--- config.mk ---
export PLATFORM = sky130hd
export DESIGN_NAME = uart_core_param
export DESIGN_NICKNAME = d
export VERILOG_FILES = /design/src/rtl/uart_pkg.sv /design/src/rtl/uart_baud_tick.sv /design/src/rtl/uart_core_param.sv
export SDC_FILE = /design/constraint.sdc
export NUM_CORES = 1
export LEC_CHECK = 0
export CAP_MARGIN = 20
export CORE_ASPECT_RATIO = 0.75
export CORE_UTILIZATION = 30
export DETAILED_ROUTE_END_ITERATION = 8
export HOLD_SLACK_MARGIN = 0.08
export PLACE_DENSITY = 0.57
export SETUP_SLACK_MARGIN = 0.15
export SLEW_MARGIN = 30
export SYNTH_ARGS = -nofsm -noshare
export SYNTH_HDL_FRONTEND = slang
export SYNTH_SLANG_ARGS = --single-unit
--- constraint.sdc ---
create_clock -name clk -period 11.5 [get_ports clk]
set_input_delay 1.725 -clock clk [delete_from_list [all_inputs] [get_ports clk]]
set_output_delay 1.725 -clock clk [all_outputs]
set_load 0.03 [all_outputs]
--- src/rtl/uart_pkg.sv ---
// Shared definitions for the parametrised UART: oversampling constants,
// accumulator width and the TX/RX state encodings.
package uart_pkg;

    localparam int OVERSAMPLE = 16;
    localparam int MID_SAMPLE = 8;
    localparam int ACC_W      = 32;

    // Tick-counter reload values (down-counters, terminal count at zero)
    localparam logic [3:0] BIT_RELOAD = 4'(OVERSAMPLE - 1);
    localparam logic [3:0] MID_RELOAD = 4'(MID_SAMPLE - 1);

    // Legacy-compatible state encodings shared by both directions
    localparam logic [2:0] ST_IDLE   = 3'd0;
    localparam logic [2:0] ST_START  = 3'd1;
    localparam logic [2:0] ST_DATA   = 3'd2;
    localparam logic [2:0] ST_PARITY = 3'd3;
    localparam logic [2:0] ST_STOP   = 3'd4;

    typedef enum logic [2:0] {
        TX_IDLE   = ST_IDLE,
        TX_START  = ST_START,
        TX_DATA   = ST_DATA,
        TX_PARITY = ST_PARITY,
        TX_STOP   = ST_STOP
    } tx_state_t;

    typedef enum logic [2:0] {
        RX_IDLE   = ST_IDLE,
        RX_START  = ST_START,
        RX_DATA   = ST_DATA,
        RX_PARITY = ST_PARITY,
        RX_STOP   = ST_STOP
    } rx_state_t;

endpackage

--- src/rtl/uart_baud_tick.sv ---
// Fractional baud generator: phase accumulator producing a 16x-oversampling
// tick. baud_rate is sampled every cycle; zero freezes the accumulator.
module uart_baud_tick
    import uart_pkg::*;
#(
    parameter int unsigned CLK_HZ = 50000000
) (
    input  logic        clk,
    input  logic        rst,
    input  logic [23:0] baud_rate,
    output logic        tick16
);

    logic [ACC_W-1:0] acc;
    logic [ACC_W-1:0] inc;
    logic [ACC_W-1:0] sum;

    assign inc    = {4'b0000, baud_rate, 4'b0000};
    assign sum    = acc + inc;
    assign tick16 = (sum >= ACC_W'(CLK_HZ));

    // Advance the accumulator, wrapping by CLK_HZ on every tick
    always_ff @(posedge clk or posedge rst) begin
        if (rst) begin
            acc <= '0;
        end else if (tick16) begin
            acc <= sum - ACC_W'(CLK_HZ);
        end else begin
            acc <= sum;
        end
    end

endmodule

--- src/rtl/uart_core_param.sv ---
// Full-duplex UART core: runtime baud, DATA_BITS data bits, STOP_BITS stop
// bits, valid/ready byte interfaces on both sides.
// Optional parity: define UART_PARITY_EN to insert/check a parity bit
// (sense chosen by PARITY_ODD); undefined gives plain 8N1-style frames.
//
//  state  | meaning
//  IDLE   | TX: ready for a byte     RX: waiting for a falling edge
//  START  | TX: wait tick, send 0    RX: mid-start check (glitch reject)
//  DATA   | shifting data bits LSB first, 16 ticks per bit
//  PARITY | parity bit (UART_PARITY_EN only)
//  STOP   | TX: STOP_BITS stop bits  RX: first stop bit sampled, frame done
module uart_core_param
    import uart_pkg::*;
#(
    parameter int unsigned CLK_HZ     = 50000000,
    parameter int          DATA_BITS  = 8,
    parameter int          STOP_BITS  = 1,
    parameter int          PARITY_ODD = 0
) (
    input  logic                 clk,
    input  logic                 rst,
    input  logic [23:0]          baud_rate,
    input  logic [DATA_BITS-1:0] tx_data,
    input  logic                 tx_valid,
    output logic                 tx_ready,
    output logic                 tx,
    input  logic                 rx,
    output logic [DATA_BITS-1:0] rx_data,
    output logic                 rx_valid,
    input  logic                 rx_ready,
    output logic                 rx_ferr,
    output logic                 rx_perr,
    output logic                 rx_overrun
);

    localparam logic [2:0] BIT_LAST  = 3'(DATA_BITS - 1);
    localparam logic       STOP_LAST = 1'(STOP_BITS - 1);

    logic tick16;

    uart_baud_tick #(.CLK_HZ(CLK_HZ)) u_baud (
        .clk       (clk),
        .rst       (rst),
        .baud_rate (baud_rate),
        .tick16    (tick16)
    );

    // ---------------- transmitter ----------------
    tx_state_t            tx_state;
    logic                 tx_pend;
    logic [3:0]           tx_tcnt;
    logic [2:0]           tx_bcnt;
    logic                 tx_scnt;
    logic [DATA_BITS-1:0] tx_shift;
    logic                 tx_line;
`ifdef UART_PARITY_EN
    logic                 tx_par;
`endif

    assign tx_ready = (tx_state == TX_IDLE);
    assign tx       = tx_line;

    // TX FSM; tx_pend holds START until the first tick so bits align to ticks
    always_ff @(posedge clk or posedge rst) begin
        if (rst) begin
            tx_state <= TX_IDLE;
            tx_pend  <= 1'b0;
            tx_tcnt  <= '0;
            tx_bcnt  <= '0;
            tx_scnt  <= 1'b0;
            tx_shift <= '0;
            tx_line  <= 1'b1;
`ifdef UART_PARITY_EN
            tx_par   <= 1'b0;
`endif
        end else begin
            case (tx_state)
                TX_IDLE: begin
                    if (tx_valid) begin
                        tx_shift <= tx_data;
                        tx_pend  <= 1'b1;
                        tx_state <= TX_START;
`ifdef UART_PARITY_EN
                        tx_par   <= (^tx_data) ^ 1'(PARITY_ODD);
`endif
                    end
                end
                TX_START: begin
                    if (tick16) begin
                        if (tx_pend) begin
                            tx_pend <= 1'b0;
                            tx_line <= 1'b0;
                            tx_tcnt <= BIT_RELOAD;
                        end else if (tx_tcnt == 4'd0) begin
                            tx_line  <= tx_shift[0];
                            tx_shift <= {1'b0, tx_shift[DATA_BITS-1:1]};
                            tx_bcnt  <= BIT_LAST;
                            tx_tcnt  <= BIT_RELOAD;
                            tx_state <= TX_DATA;
                        end else begin
                            tx_tcnt <= tx_tcnt - 4'd1;
                        end
                    end
                end
                TX_DATA: begin
                    if (tick16) begin
                        if (tx_tcnt == 4'd0) begin
                            tx_tcnt <= BIT_RELOAD;
                            if (tx_bcnt == 3'd0) begin
`ifdef UART_PARITY_EN
                                tx_line  <= tx_par;
                                tx_state <= TX_PARITY;
`else
                                tx_line  <= 1'b1;
                                tx_scnt  <= STOP_LAST;
                                tx_state <= TX_STOP;
`endif
                            end else begin
                                tx_line  <= tx_shift[0];
                                tx_shift <= {1'b0, tx_shift[DATA_BITS-1:1]};
                                tx_bcnt  <= tx_bcnt - 3'd1;
                            end
                        end else begin
                            tx_tcnt <= tx_tcnt - 4'd1;
                        end
                    end
                end
                TX_PARITY: begin
                    if (tick16) begin
                        if (tx_tcnt == 4'd0) begin
                            tx_line  <= 1'b1;
                            tx_scnt  <= STOP_LAST;
                            tx_tcnt  <= BIT_RELOAD;
                            tx_state <= TX_STOP;
                        end else begin
                            tx_tcnt <= tx_tcnt - 4'd1;
                        end
                    end
                end
                TX_STOP: begin
                    if (tick16) begin
                        if (tx_tcnt == 4'd0) begin
                            if (tx_scnt == 1'b0) begin
                                tx_state <= TX_IDLE;
                            end else begin
                                tx_scnt <= 1'b0;
                                tx_tcnt <= BIT_RELOAD;
                            end
                        end else begin
                            tx_tcnt <= tx_tcnt - 4'd1;
                        end
                    end
                end
                default: begin
                    tx_state <= TX_IDLE;
                    tx_line  <= 1'b1;
                end
            endcase
        end
    end

    // ---------------- receiver ----------------
    rx_state_t            rx_state;
    logic                 rx_s1;
    logic                 rx_s2;
    logic                 rx_prev;
    logic [3:0]           rx_tcnt;
    logic [2:0]           rx_bcnt;
    logic [DATA_BITS-1:0] rx_shift;
    logic                 rx_complete;
`ifdef UART_PARITY_EN
    logic                 rx_par_acc;
    logic                 rx_perr_pend;
`endif

    assign rx_complete = (rx_state == RX_STOP) && tick16 && (rx_tcnt == 4'd0);

    // Two-flop synchroniser plus one delayed copy for start-edge detection
    always_ff @(posedge clk or posedge rst) begin
        if (rst) begin
            rx_s1   <= 1'b1;
            rx_s2   <= 1'b1;
            rx_prev <= 1'b1;
        end else begin
            rx_s1   <= rx;
            rx_s2   <= rx_s1;
            rx_prev <= rx_s2;
        end
    end

    // RX FSM; a held-low line after a frame yields no new edge, so a break waits for high
    always_ff @(posedge clk or posedge rst) begin
        if (rst) begin
            rx_state <= RX_IDLE;
            rx_tcnt  <= '0;
            rx_bcnt  <= '0;
            rx_shift <= '0;
`ifdef UART_PARITY_EN
            rx_par_acc   <= 1'b0;
            rx_perr_pend <= 1'b0;
`endif
        end else begin
            case (rx_state)
                RX_IDLE: begin
                    if (rx_prev && !rx_s2) begin
                        rx_tcnt  <= MID_RELOAD;
                        rx_state <= RX_START;
                    end
                end
                RX_START: begin
                    if (tick16) begin
                        if (rx_tcnt == 4'd0) begin
                            if (!rx_s2) begin
                                rx_tcnt  <= BIT_RELOAD;
                                rx_bcnt  <= BIT_LAST;
                                rx_state <= RX_DATA;
`ifdef UART_PARITY_EN
                                rx_par_acc <= 1'b0;
`endif
                            end else begin
                                rx_state <= RX_IDLE;
                            end
                        end else begin
                            rx_tcnt <= rx_tcnt - 4'd1;
                        end
                    end
                end
                RX_DATA: begin
                    if (tick16) begin
                        if (rx_tcnt == 4'd0) begin
                            rx_shift <= {rx_s2, rx_shift[DATA_BITS-1:1]};
                            rx_tcnt  <= BIT_RELOAD;
`ifdef UART_PARITY_EN
                            rx_par_acc <= rx_par_acc ^ rx_s2;
`endif
                            if (rx_bcnt == 3'd0) begin
`ifdef UART_PARITY_EN
                                rx_state <= RX_PARITY;
`else
                                rx_state <= RX_STOP;
`endif
                            end else begin
                                rx_bcnt <= rx_bcnt - 3'd1;
                            end
                        end else begin
                            rx_tcnt <= rx_tcnt - 4'd1;
                        end
                    end
                end
                RX_PARITY: begin
                    if (tick16) begin
                        if (rx_tcnt == 4'd0) begin
`ifdef UART_PARITY_EN
                            rx_perr_pend <= rx_s2 ^ rx_par_acc ^ 1'(PARITY_ODD);
`endif
                            rx_tcnt  <= BIT_RELOAD;
                            rx_state <= RX_STOP;
                        end else begin
                            rx_tcnt <= rx_tcnt - 4'd1;
                        end
                    end
                end
                RX_STOP: begin
                    if (tick16) begin
                        if (rx_tcnt == 4'd0) begin
                            rx_state <= RX_IDLE;
                        end else begin
                            rx_tcnt <= rx_tcnt - 4'd1;
                        end
                    end
                end
                default: rx_state <= RX_IDLE;
            endcase
        end
    end

    // Output holding register; new frame overwrites and wins over rx_ready
    always_ff @(posedge clk or posedge rst) begin
        if (rst) begin
            rx_data    <= '0;
            rx_valid   <= 1'b0;
            rx_ferr    <= 1'b0;
            rx_overrun <= 1'b0;
        end else begin
            rx_overrun <= 1'b0;
            if (rx_complete) begin
                rx_data    <= rx_shift;
                rx_ferr    <= ~rx_s2;
                rx_valid   <= 1'b1;
                rx_overrun <= rx_valid & ~rx_ready;
            end else if (rx_ready) begin
                rx_valid <= 1'b0;
            end
        end
    end

`ifdef UART_PARITY_EN
    // Parity flag travels with the byte it belongs to
    always_ff @(posedge clk or posedge rst) begin
        if (rst) begin
            rx_perr <= 1'b0;
        end else if (rx_complete) begin
            rx_perr <= rx_perr_pend;
        end
    end
`else
    assign rx_perr = 1'b0;
`endif

endmodule

==> results of run 1 <==
## worst reg2reg max path, stage by stage (launching register included)
cell and delay (ns):
dfrtp_1 0.33, ha_1 0.16, inv_1 0.06, fa_1 0.41, nor2b_1 0.29, o31a_1 0.25
o21ai_1 0.14, a211o_1 0.32, a211oi_1 0.51, and2_4 0.28, or4b_4 0.14, a311o_1 0.57
buf_4 0.37, nand4_2 0.36, mux2_1 0.44
## stage by stage
| step | hold WS, ns | total power (W) | util |
|---|---|---|---|
| final | 0.356 | 0.00204 | 0.357 |
| after global routing | 0.365 | 0.00221 | 0.357 |
| after CTS | 0.357 | 0.00204 | 0.357 |
| after detailed placement | 0.348 | 0.00175 | 0.343 |
| after global placement | 0.347 | 0.00176 | 0.343 |
| after floorplan | 0.345 | 0.00146 | - |
## power breakdown
group	internal [W]	switching [W]
Sequential	0.000393	0.0000709
Combinational	0.000517	0.000791
Clock	0.000146	0.000123
## cell families after synthesis
family / Yosys count / share of synthesized area
and+or+nand+nor: 214 / 0.188
AOI/OAI and AO/OA: 197 / 0.231
DFF: 80 / 0.353
buffers and inverters: 61 / 0.0478
xor gates and xnor gates: 45 / 0.0694
adders and majority gates: 33 / 0.0740
muxes: 19 / 0.0368
other: 1 / 0.000660
## worst paths after layout
kind                                             to  slack (ns)  depth (start not counted)
max                          rx_data[4]$_DFFE_PP0P_        5.22                         15
min                                 rx_s2$_DFF_PP1_        0.36                          0
max reg2reg                  rx_data[4]$_DFFE_PP0P_        6.74                         14
min reg2reg                         rx_s2$_DFF_PP1_        0.36                          0
max in group asynchronous  u_baud.acc[20]$_DFF_PP0_        8.75                          3
min in group asynchronous   tx_shift[7]$_DFFE_PP0P_        1.65                          2
## per-layer routing
| layer | GRT usage | part of all wire |
|---|---|---|
| met5 | 0 | 0 |
| met4 | 0.0318 | 0.0067 |
| met3 | 0.0352 | 0.044 |
| met2 | 0.195 | 0.38 |
| met1 | 0.231 | 0.57 |
## flip-flops by register name, indices dropped and copies added (netlist names), 3 cells and up
signal,flops
rx_tcnt,4
rx_bcnt,3
tx_shift,8
tx_bcnt,3
rx_data,8
tx_tcnt,4
rx_shift,8
rx_state,3
tx_state,3
u_baud.acc,28
## cell usage after synthesis (6+ instances only)
cell type,count,area [sq um]
dfrtp_1,76,1900
nand2_1,67,251
a21oi_1,60,300
nor2_1,47,176
o21ai_0,33,165
ha_1,32,400
xnor2_1,32,280
inv_1,29,109
clkbuf_1,18,67.6
nor3_1,18,90.1
o22a_1,16,140
nand3_1,15,75.1
a21o_1,13,97.6
xor2_1,13,114
nand4_1,11,68.8
mux2_2,9,101
nand2b_1,9,56.3
a31oi_1,7,43.8
o211ai_1,7,52.6
or3_1,7,43.8
buf_2,6,30.0
mux2_1,6,67.6
nor4_1,6,37.5
o21a_1,6,45.0
o21ai_1,6,30.0
## final cells by class
class                           count  area [sq um]  share of cell area
Clock buffer                       11           233              0.0352
Multi-Input combinational cell    509          3400               0.515
Tap cell                          247           309              0.0468
Clock inverter                      5          33.8             0.00511
Sequential cell                    80          2010               0.304
Inverter                           29           110              0.0167
Timing Repair Buffer               52           513              0.0776
==> key figures, run 1 <==
Floorplanning
  • Die ar.: ~20,000 sq um
  • Rows: 43
  • IO Count: 51
  • Starting density of the core: 0.307
  • CORE AREA: 18,500 sq um
  • Die Width: between 150 and 200 um
  • Die height: between 100 and 150 um

Placed design
  • Worst slack, placed: 4.90 ns
  • Placed Cells: 917
  • DP HPWL: 10.2 mm
  • Routability cong.: 0.851
  • Placed inst area: 6340 sq um
  • Buffers added on ports: 49

Clock network
  • CTS buffer count: 9
  • Postcts setup bufs: 0
  • Clk slew on worst S/H paths: 0.06 ns
  • CTS max path bufs: 2
  • Post-cts hold buffer count: 0
  • CTS Root Cell: clkbuf_16
  • Worst skew pair latency: between 0.3 and 0.4 ns
  • H-Tree Depth: 3
  • CTS sink count: 80
  • Clock tree from TritonCTS: done
  • CTS resizes: 0

STA
  • Tcrit/Tclk final: 0.546
  • Fin Setup TNS: 0 ns
  • Worst Skew: roughly 0.012 ns
  • Final hold vios: 0
  • Relative max-transition margin: 0.468
  • Final setup margin: 5.22 ns
  • Peak Freq: roughly 160 MHz
  • Slew @ Worst Pin: ~0.8 ns
  • Max Slew Vio Count: 0
  • Final setup vio count: 0
  • Final period demand of the worst path: 6.28 ns
  • RSZ-0062 raised after global routing: no

Route
  • Routed vias: 4,857
  • Iter 0 DRT Violations: 331
  • WL final: roughly 14 mm
  • DRC violations left: 0
  • DR pass1 iterations: 5
  • WL/cell: ~15 um
  • Antenna-violating nets left: 0
  • Vias per cell: 5.21

Cells and area
  • Fin nets: 751
  • Final std cells w/o fill: 933
  • Share of cells above drive strength 1: 0.0671
  • Area grow syn2layout: 16.3%
  • Ant diodes: 0
  • Commonest non-fill, non-tap cell in the layout: dfrtp_1
  • Most frequent cells in the layout: dfrtp_1, nand2_1, a21oi_1
  • Final Instance Area: roughly 6600 sq um
  • # fillers: 1,923

Synth
  • Net Count, Synth: 720
  • Yosys reg bits: 80
  • Post-synth EDFFs: 0
  • Distinct cells, synth: 76
  • Sequential area share after synthesis: 0.353
  • Ys async rst share: 1.00
  • Synth Area per Inst: approximately 8.7 sq um
  • Cell Area, Synth: 5680 sq um
  • Synth Instances: 650
  • Synthesis Warnings: 0
  • Synth Flop Type: dfrtp_1

Hold path
  • Hold Startpoint: rx_s1$_DFF_PP1_
  • HP Class: flip-flop to flip-flop

Setup path
  • Crit. Startpoint: baud_rate[0]
  • WP data required: 11.72 ns
  • Crit end category: flip-flop
  • Buf/Inv on CP: 3
  • Worst path slowest cell: a311o_1
  • CP delay by family, top: compound AO/OA/AOI/OAI gates
  • WP data arrival: 6.51 ns
  • CP Max Fanout: 18
  • CP Cell Sequence: clkdlybuf4s50_1 > ha_1 > inv_1 > fa_1 > nor2b_1 > o31a_1 > o21ai_1 > a211o_1 > a211oi_1 > and2_4 > or4b_4 > a311o_1 > buf_4 > nand4_2 > mux2_1
  • RR Startpoint: u_baud.acc[4]$_DFF_PP0_
  • CP peak stage delay: about 0.57 ns
  • Critical Path Source Type: primary input
  • Worst Path Class, Setup: primary input to flip-flop

Pwr
  • Peak VDD IR: around 90 uV
  • Cell Pwr Density: just over 300 nW/um^2
  • LEAKAGE: ~2.8 nW

Global route
  • Gr ovfl total: 0
  • Largest net degree at the start of global routing: between 60 and 70
  • First-pass GRT wire length: 22.8 mm
  • Vias in the first global route: 4,455
  • Total Routing Usage GR: 0.147
  • Antenna violations before repair: 0

Run status
  • Status: finished clean

Flow run
  • # Max-Cap Violations: 0
No activity file was read; power rests on OpenSTA's default activity.
==> run 2: changes to the inputs <==
PLACE_DENSITY = 0.59   (was 0.57)
clock period = 5.45 ns   (was 11.5 ns; I/O delays follow)
==> key figures, run 2 (synthesis results as in run 1) <==
Run status
  • Status: finished clean

Floorplanning
  • Die height: about 120 um
  • CORE AREA: 18,500 sq um
  • Starting density of the core: 0.307
  • IO Count: 51
  • Die ar.: 19,500 sq um
  • Die Width: 161 um
  • Rows: 43

Clock network
  • Worst skew pair latency: between 0.3 and 0.4 ns
  • Post-cts hold buffer count: 0
  • CTS buffer count: 9
  • Clk slew on worst S/H paths: approximately 0.070 ns
  • CTS sink count: 80
  • CTS max path bufs: 2
  • Clock tree from TritonCTS: done
  • CTS Root Cell: clkbuf_16
  • H-Tree Depth: 3
  • Postcts setup bufs: 0
  • CTS resizes: 0

Cells and area
  • Area grow syn2layout: 18.0%
  • Final std cells w/o fill: 940
  • Util after Layout: 0.362
  • Top reg by flops: u_baud.acc
  • Commonest non-fill, non-tap cell in the layout: dfrtp_1
  • Fin nets: 758
  • Final Instance Area: roughly 6700 sq um
  • Ant diodes: 0
  • Most frequent cells in the layout: dfrtp_1, nand2_1, a21oi_1
  • Share of cells above drive strength 1: 0.0779
  • Max FFs per register: 28

Global route
  • First-pass GRT wire length: 22.4 mm
  • Total Routing Usage GR: 0.144
  • Largest net degree at the start of global routing: 58
  • Gr ovfl total: 0
  • Vias in the first global route: roughly 4,500
  • Antenna violations before repair: 0

Route
  • Antenna-violating nets left: 0
  • Iter 0 DRT Violations: roughly 340
  • DRC violations left: 0
  • Vias per cell: 5.17
  • WL final: 13.4 mm
  • Routed vias: 4,858
  • WL/cell: 14.2 um
  • DR pass1 iterations: 5

Pwr
  • Peak VDD IR: 217 uV
  • LEAKAGE: 2.84 nW
  • Sw frac: 0.469
  • Power share of the combinational group: 0.633
  • Cell Pwr Density: 656 nW/um^2
  • Clock share of power: 0.145
  • Overall power: 0.00440 W
  • Seq pwr share: 0.222
  • P_sw: 0.00206 W
  • Pint: 0.00234 W

STA
  • RSZ-0062 raised after global routing: no
  • Final hold vios: 0
  • Fin Setup TNS: 0 ns
  • Peak Freq: around 210 MHz
  • Final setup vio count: 0
  • Worst Skew: approximately 0.012 ns
  • Max Slew Vio Count: 0
  • Relative max-transition margin: 0.518
  • Slew @ Worst Pin: between 0.7 and 0.8 ns
  • Tcrit/Tclk final: 0.880
  • Final period demand of the worst path: 4.79 ns

Placed design
  • Routability cong.: 0.890
  • Placed inst area: 6390 sq um
  • Placed Cells: 924
  • DP HPWL: about 10 mm
  • Buffers added on ports: 49

Setup path
  • CP Cell Sequence: clkdlybuf4s50_1 > ha_1 > inv_1 > fa_1 > nor2b_1 > o31a_1 > o2111ai_2 > a32oi_1 > xnor2_1 > o221ai_1 > or4b_4 > a311o_1 > buf_4 > o21ai_1 > a21oi_1 > o22a_1
  • Critical Path Source Type: primary input
  • WP data required: around 5.7 ns
  • WP data arrival: 5.04 ns
  • Worst Path Class, Setup: primary input to flip-flop
  • CP Max Fanout: 30
  • Crit end category: flip-flop
  • R2R Setup Slk: 1.19 ns
  • CP peak stage delay: 0.54 ns
  • Worst path slowest cell: or4b_4

Flow run
  • # Max-Cap Violations: 0

Hold path
  • HP Class: flip-flop to flip-flop
run 2: worst max-delay path: cells and delay by family:
| kind | cells | cell delay, ns |
|---|---|---|
| compound gates | 8 | 1.96 |
| simple gates | 2 | 0.71 |
| fa+ha+maj | 2 | 0.58 |
| xor+xnor | 1 | 0.15 |
| buf+inv | 3 | 0.81 |
run 2: path summary, 6_finish.rpt:
path                            cells past startpoint                       end                      from
worst max-delay path                               16    tx_tcnt[2]$_DFFE_PP0P_              baud_rate[0]
worst min-delay path                                0           rx_s2$_DFF_PP1_           rx_s1$_DFF_PP1_
worst max register to register                     13    tx_tcnt[2]$_DFFE_PP0P_  u_baud.acc[12]$_DFF_PP0_
worst min register to register                      0           rx_s2$_DFF_PP1_           rx_s1$_DFF_PP1_
max in group asynchronous                           3  u_baud.acc[21]$_DFF_PP0_                       rst
min in group asynchronous                           2   tx_shift[1]$_DFFE_PP0P_                       rst
run 2: final cells by class:
| type | instances | area, sq um |
|---|---|---|
| fill | 1907 | 11800 |
| multi-input combinational | 509 | 3400 |
| sequential | 80 | 2010 |
| timing repair buffer | 59 | 566 |
| tap | 247 | 309 |
| clock buffer | 11 | 243 |
| inverter | 29 | 110 |
| clock inverter | 5 | 65.1 |
run 2: power groups by stage:
stage                     Clock [W]  Sequential [W]  Combinational [W]
after floorplan                   0        0.000923            0.00216
after global placement            0        0.000982            0.00276
after detailed placement          0        0.000985            0.00274
after CTS                  0.000658        0.000975            0.00276
after global routing       0.000677         0.00100            0.00313
final                      0.000638        0.000976            0.00279
run 2: layer usage:
layer	GRT usage	vias to the layer above	part of all wire
met1	0.229	2274	0.54
met3	0.0314	12	0.059
met2	0.189	126	0.39
li1	-	2446	-
met5	0	-	0
met4	0.0395	0	0.012
run 2: through the flow:
stage | hold slack (ns) | worst slack [ns]
2_1_floorplan | 0.345 | 1.16
3_3_place_gp | 0.345 | 0.374
3_5_place_dp | 0.347 | 0.323
4_1_cts | 0.357 | 0.682
5_1_grt | 0.359 | 0.312
6_report | 0.356 | 0.655
